===== src/rtl/multi_button_debouncer.sv =====
// Multi-channel push-button / switch debouncer.
// Each channel: 2-flop synchronizer, stable-time counter, debounced level,
// registered press/release ticks and an optional auto-repeat tick generator.
module multi_button_debouncer #(
  parameter int NCH           = 4,
  parameter int STABLE_CYCLES = 500000,
  parameter bit ACTIVE_LOW    = 1'b0,
  parameter bit REPEAT_EN     = 1'b0,
  parameter int REPEAT_DELAY  = 25000000,
  parameter int REPEAT_PERIOD = 5000000
) (
  input  logic           clk,
  input  logic           reset,
  input  logic [NCH-1:0] sw,
  output logic [NCH-1:0] db_level,
  output logic [NCH-1:0] rise_tick,
  output logic [NCH-1:0] fall_tick,
  output logic [NCH-1:0] rep_tick
);

  localparam int CNT_W = $clog2(STABLE_CYCLES + 1);
  localparam logic [CNT_W-1:0] CNT_LAST = CNT_W'(STABLE_CYCLES - 1);

  typedef enum logic [1:0] {
    ST_IDLE   = 2'd0,
    ST_DELAY  = 2'd1,
    ST_REPEAT = 2'd2
  } rep_state_t;

  logic [NCH-1:0] sync_p0;
  logic [NCH-1:0] sync_p1;
  logic [NCH-1:0] s_in;

  // Synchronizer; flops idle at the inactive pin level so reset never looks like a press
  always_ff @(posedge clk or posedge reset) begin
    if (reset) begin
      sync_p0 <= {NCH{ACTIVE_LOW}};
      sync_p1 <= {NCH{ACTIVE_LOW}};
    end else begin
      sync_p0 <= sw;
      sync_p1 <= sync_p0;
    end
  end

  // After synchronization, normalise polarity so 1 always means pressed
  assign s_in = sync_p1 ^ {NCH{ACTIVE_LOW}};

  for (genvar i = 0; i < NCH; i++) begin : g_ch
    logic [CNT_W-1:0] cnt;
    logic             db_r;
    logic             rise_r;
    logic             fall_r;

    // Stable counter: flip the level only after STABLE_CYCLES consecutive disagreements
    always_ff @(posedge clk or posedge reset) begin
      if (reset) begin
        cnt    <= '0;
        db_r   <= 1'b0;
        rise_r <= 1'b0;
        fall_r <= 1'b0;
      end else begin
        rise_r <= 1'b0;
        fall_r <= 1'b0;
        if (s_in[i] == db_r) begin
          cnt <= '0;
        end else if (cnt == CNT_LAST) begin
          cnt    <= '0;
          db_r   <= ~db_r;
          rise_r <= ~db_r;
          fall_r <= db_r;
        end else begin
          cnt <= cnt + 1'b1;
        end
      end
    end

    assign db_level[i]  = db_r;
    assign rise_tick[i] = rise_r;
    assign fall_tick[i] = fall_r;

    if (REPEAT_EN) begin : g_rep
      localparam int RMAX   = (REPEAT_DELAY > REPEAT_PERIOD) ? REPEAT_DELAY : REPEAT_PERIOD;
      localparam int RCNT_W = $clog2(RMAX);
      localparam logic [RCNT_W-1:0] DELAY_LAST  = RCNT_W'(REPEAT_DELAY - 1);
      localparam logic [RCNT_W-1:0] PERIOD_LAST = RCNT_W'(REPEAT_PERIOD - 1);

      rep_state_t        state;
      rep_state_t        state_nxt;
      logic [RCNT_W-1:0] rcnt;
      logic [RCNT_W-1:0] rcnt_nxt;
      logic              rep;

      // Repeat FSM state and interval counter
      always_ff @(posedge clk or posedge reset) begin
        if (reset) begin
          state <= ST_IDLE;
          rcnt  <= '0;
        end else begin
          state <= state_nxt;
          rcnt  <= rcnt_nxt;
        end
      end

      // Next state: a released key always wins over a pending repeat
      always_comb begin
        state_nxt = state;
        rcnt_nxt  = rcnt;
        if (!db_r) begin
          state_nxt = ST_IDLE;
          rcnt_nxt  = '0;
        end else begin
          case (state)
            ST_IDLE: begin
              if (rise_r) begin
                state_nxt = ST_DELAY;
                rcnt_nxt  = '0;
              end
            end
            ST_DELAY: begin
              if (rcnt == DELAY_LAST) begin
                state_nxt = ST_REPEAT;
                rcnt_nxt  = '0;
              end else begin
                rcnt_nxt = rcnt + 1'b1;
              end
            end
            ST_REPEAT: begin
              if (rcnt == PERIOD_LAST) rcnt_nxt = '0;
              else                     rcnt_nxt = rcnt + 1'b1;
            end
            default: begin
              state_nxt = ST_IDLE;
              rcnt_nxt  = '0;
            end
          endcase
        end
      end

      // Repeat pulse decoded from registered state only
      always_comb begin
        rep = 1'b0;
        if (db_r) begin
          case (state)
            ST_IDLE:   rep = rise_r;
            ST_DELAY:  rep = (rcnt == DELAY_LAST);
            ST_REPEAT: rep = (rcnt == PERIOD_LAST);
            default:   rep = 1'b0;
          endcase
        end
      end

      assign rep_tick[i] = rep;
    end else begin : g_norep
      assign rep_tick[i] = rise_r;
    end
  end

endmodule


===== config.mk =====
export PLATFORM = sky130hd
export DESIGN_NAME = multi_button_debouncer
export DESIGN_NICKNAME = d
export VERILOG_FILES = /design/src/rtl/multi_button_debouncer.sv
export SDC_FILE = /design/constraint.sdc
export NUM_CORES = 1
export LEC_CHECK = 0
export ABC_AREA = 0
export CELL_PAD_IN_SITES_DETAIL_PLACEMENT = 0
export CELL_PAD_IN_SITES_GLOBAL_PLACEMENT = 1
export CORE_AREA = 2 2 99 101
export DETAILED_ROUTE_END_ITERATION = 8
export DIE_AREA = 0 0 101 103
export PLACE_DENSITY_LB_ADDON = 0.1
export SETUP_SLACK_MARGIN = 0.1
export SYNTH_ARGS = -nofsm -noshare
export SYNTH_HDL_FRONTEND = slang
export SYNTH_SLANG_ARGS = --single-unit

===== constraint.sdc =====
create_clock -name clk -period 4.8 [get_ports clk]
set_input_delay 0.72 -clock clk [delete_from_list [all_inputs] [get_ports clk]]
set_output_delay 0.72 -clock clk [all_outputs]
set_load 0.005 [all_outputs]

==> metrics.md <==
| Metric | Value |
|---|---|
| Setup violators final | `0` |
| Power density of the placed cells | `287 nW/µm²` |
| Vias | `3168` |
| Drt wl/cell | `14.9 µm` |
| Crit end category | `flop` |
| Worst path arrival time | `2.53 ns` |
| Initial antenna violation count | `0` |
| Tmin final | `2.33 ns` |
| Core area | `9460 µm²` |
| Number of synthesized flops with an enable pin | `0` |
| Share of post-route cells with drive strength above 1 | `6.35%` |
| Die width | `101 µm` |
| Post-synthesis register bit count | `96` |
| Max stage delay on crit path | `0.98 ns` |
| Cells after synthesis | `445` |
| # IOs | `22` |
| Leakage | `1.98 nW` |
| Routed Antenna Nets | `0` |
| Pre-CTS WS | `2.45 ns` |
| Overall Power | `1.43 mW` |
| Clock slew at reported path FFs | `0.10 ns` |
| Vias in the first global route | `3041` |
| Post-synth ARST share | `100%` |
| Clock H-tree levels | `3` |
| First-pass GRT wire length | `14600 µm` |
| Setup Skew | `0.0103 ns` |
| Num CTS Buffers | `9` |
| Site Rows | `36` |
| Fin Hold WS | `0.364 ns` |
| Area of the mapped netlist | `4560 µm²` |
| Crit path max fanout | `17` |
| Final period util | `48.5%` |
| Die Height | `103 µm` |
| CP Launch Point | `g_ch[2].cnt[0]` |
| Multi-input logic area | `1940 µm²` |
| Slew Limit Fails | `0` |
| DRC | `0` |
| Clk_lat worst skew | `0.37 ns` |
| Setup TNS | `0 ns` |
| Synth Flop Type | `dfrtp_1` |
| Initial DRC Count | `86` |
| CTS tree | `done` |
| Worst-path cell chain | `ha_1 > and4_1 > nand3_1 > o31ai_2 > nor2_1` |
| Layout area overhead | `9.08%` |
| Vias/cell | `5.55` |
| Non-Filler Instances | `571` |
| Hold Crit Class | `reg2reg` |
| Placed Cells | `555` |
| Data required time at the worst endpoint | `5.01 ns` |
| Hold_sp | `sync_p0[0]` |
| Status | `finished, final reports clean` |
| CP startpoint kind | `flop` |
| Number of port buffers | `21` |
| Max Root-Sink Buffers | `2` |
| Library cells used by synthesis | `37` |
| Max_slew headroom | `18.3%` |
| DR pass1 iterations | `4` |
| Slowest cell on crit path | `o31ai_2` |
| Worst Path Class, Setup | `reg2reg` |
| Critical R2R Launch | `g_ch[2].cnt[0]` |
| Die Footprint | `10400 µm²` |
| Routability Congestion | `0.776` |
| Fin. Hold Viols | `0` |
| Fmax | `0.430 GHz` |
| Fill count | `869` |
| Sequential share of the synthesized area | `52.7%` |
| YS warnings | `0` |
| Post-route cell area | `4970 µm²` |
| Most frequent cells in the layout | `96 x dfrtp_1, 54 x nor2_1, 31 x xnor2_1` |
| Sequential Area | `2400 µm²` |
| Max-cap violations | `0` |
| Cts repair resizes | `0` |
| Post CTS Setup Buffer Count | `0` |
| Post-CTS Hold Fix Bufs | `0` |
| Synthesized Nets | `455` |
| DP Area | `4770 µm²` |
| GRT Residual Overflow | `0` |
| Fin util | `52.6%` |
| Sink Count | `96` |
| Starting density of the core | `48.2%` |
| Root buf cell | `clkbuf_8` |
| Post-Route WL | `8500 µm` |
| Worst vdd ir | `166 µV` |
| Slew @ Worst Pin | `1.22 ns` |
| RSZ-0062 raised after global routing | `false` |
| ANT cells | `0` |
| Layout Nets | `462` |
| Synthesized area per cell | `10.2 µm²` |
| Largest net degree at the start of global routing | `68` |
| Commonest non-fill, non-tap cell in the layout | `dfrtp_1` |
| Fin worst setup slack | `2.47 ns` |
| Hpwl dp | `5720 µm` |
| Total Routing Usage GR | `17.8%` |
==> critical path: cells and delay by family, from the launching register on <==
kind | cells | cell delay, ns
compound gates | 1 | 0.98
fa+ha+maj | 1 | 0.22
flops | 1 | 0.39
simple gates | 3 | 0.58
==> cells by family after synthesis <==
group           after synthesis  share of synthesized area (%)
xor+xnor                     53                           10.2
simple gates                206                           24.7
flops                        96                           52.7
mux                           4                          0.988
buf+inv                      40                           4.69
fa+ha+maj                     4                           1.10
compound gates               42                           5.65
==> cells in the mapped netlist (all sizes together) (2+ instances only) <==
library cell  number  area [µm²]
dfrtp             96        2400
nor2              54         203
xnor2             31         272
nand3             25         130
nand2             23        86.3
nand4             23         156
xor2              22         193
a21oi             19        95.1
buf               19         135
or3               14        87.6
inv               12        45.0
o21ai             12        60.1
or4               12        90.1
nor3              11        55.1
nor4              10        62.6
clkbuf             9        33.8
nor3b              9        67.6
o31ai              9        77.6
and3               8        50.1
and4               5        43.8
and2               4        25.0
ha                 4        50.1
mux2               4        45.0
nand3b             2        15.0
nor4b              2        17.5
==> state kept, by name (all words and copies together), names as in the netlist <==
signal and flops:
g_ch.cnt 76, sync_p0 4, g_ch.fall_r 4, s_in 4
g_ch.rise_r 4, g_ch.db_r 4
==> layout make-up <==
class / instances / area share [%]
Multi-Input combinational cell: 309 / 39.1
Clock buffer: 10 / 2.77
Sequential cell: 96 / 48.3
Tap cell: 114 / 2.87
Inverter: 12 / 0.956
Clock inverter: 6 / 1.36
Timing Repair Buffer: 24 / 4.68
==> per-layer routing <==
layer	wire [µm]	vias up	global-route usage, %
li1	-	1572	-
met1	4290	1542	25.2
met2	3870	41	27.9
met3	193	13	2.31
met4	150	0	7.80
met5	0	-	0
==> power breakdown <==
part | switching, mW | internal [mW]
sequential | 0.0127 | 0.820
clock | 0.290 | 0.257
combinational | 0.0335 | 0.0153
==> final timing paths <==
path                            cells past startpoint  slack (ns)             end
max in group asynchronous                           3        3.02  g_ch[2].fall_r
worst min-delay path                                0        0.36         s_in[0]
worst min register to register                      0        0.36         s_in[0]
min in group asynchronous                           2        0.86  g_ch[1].rise_r
worst max-delay path                                5        2.47  g_ch[2].cnt[9]
worst max register to register                      5        2.47  g_ch[2].cnt[9]
Power figures use the tool's default switching activity.
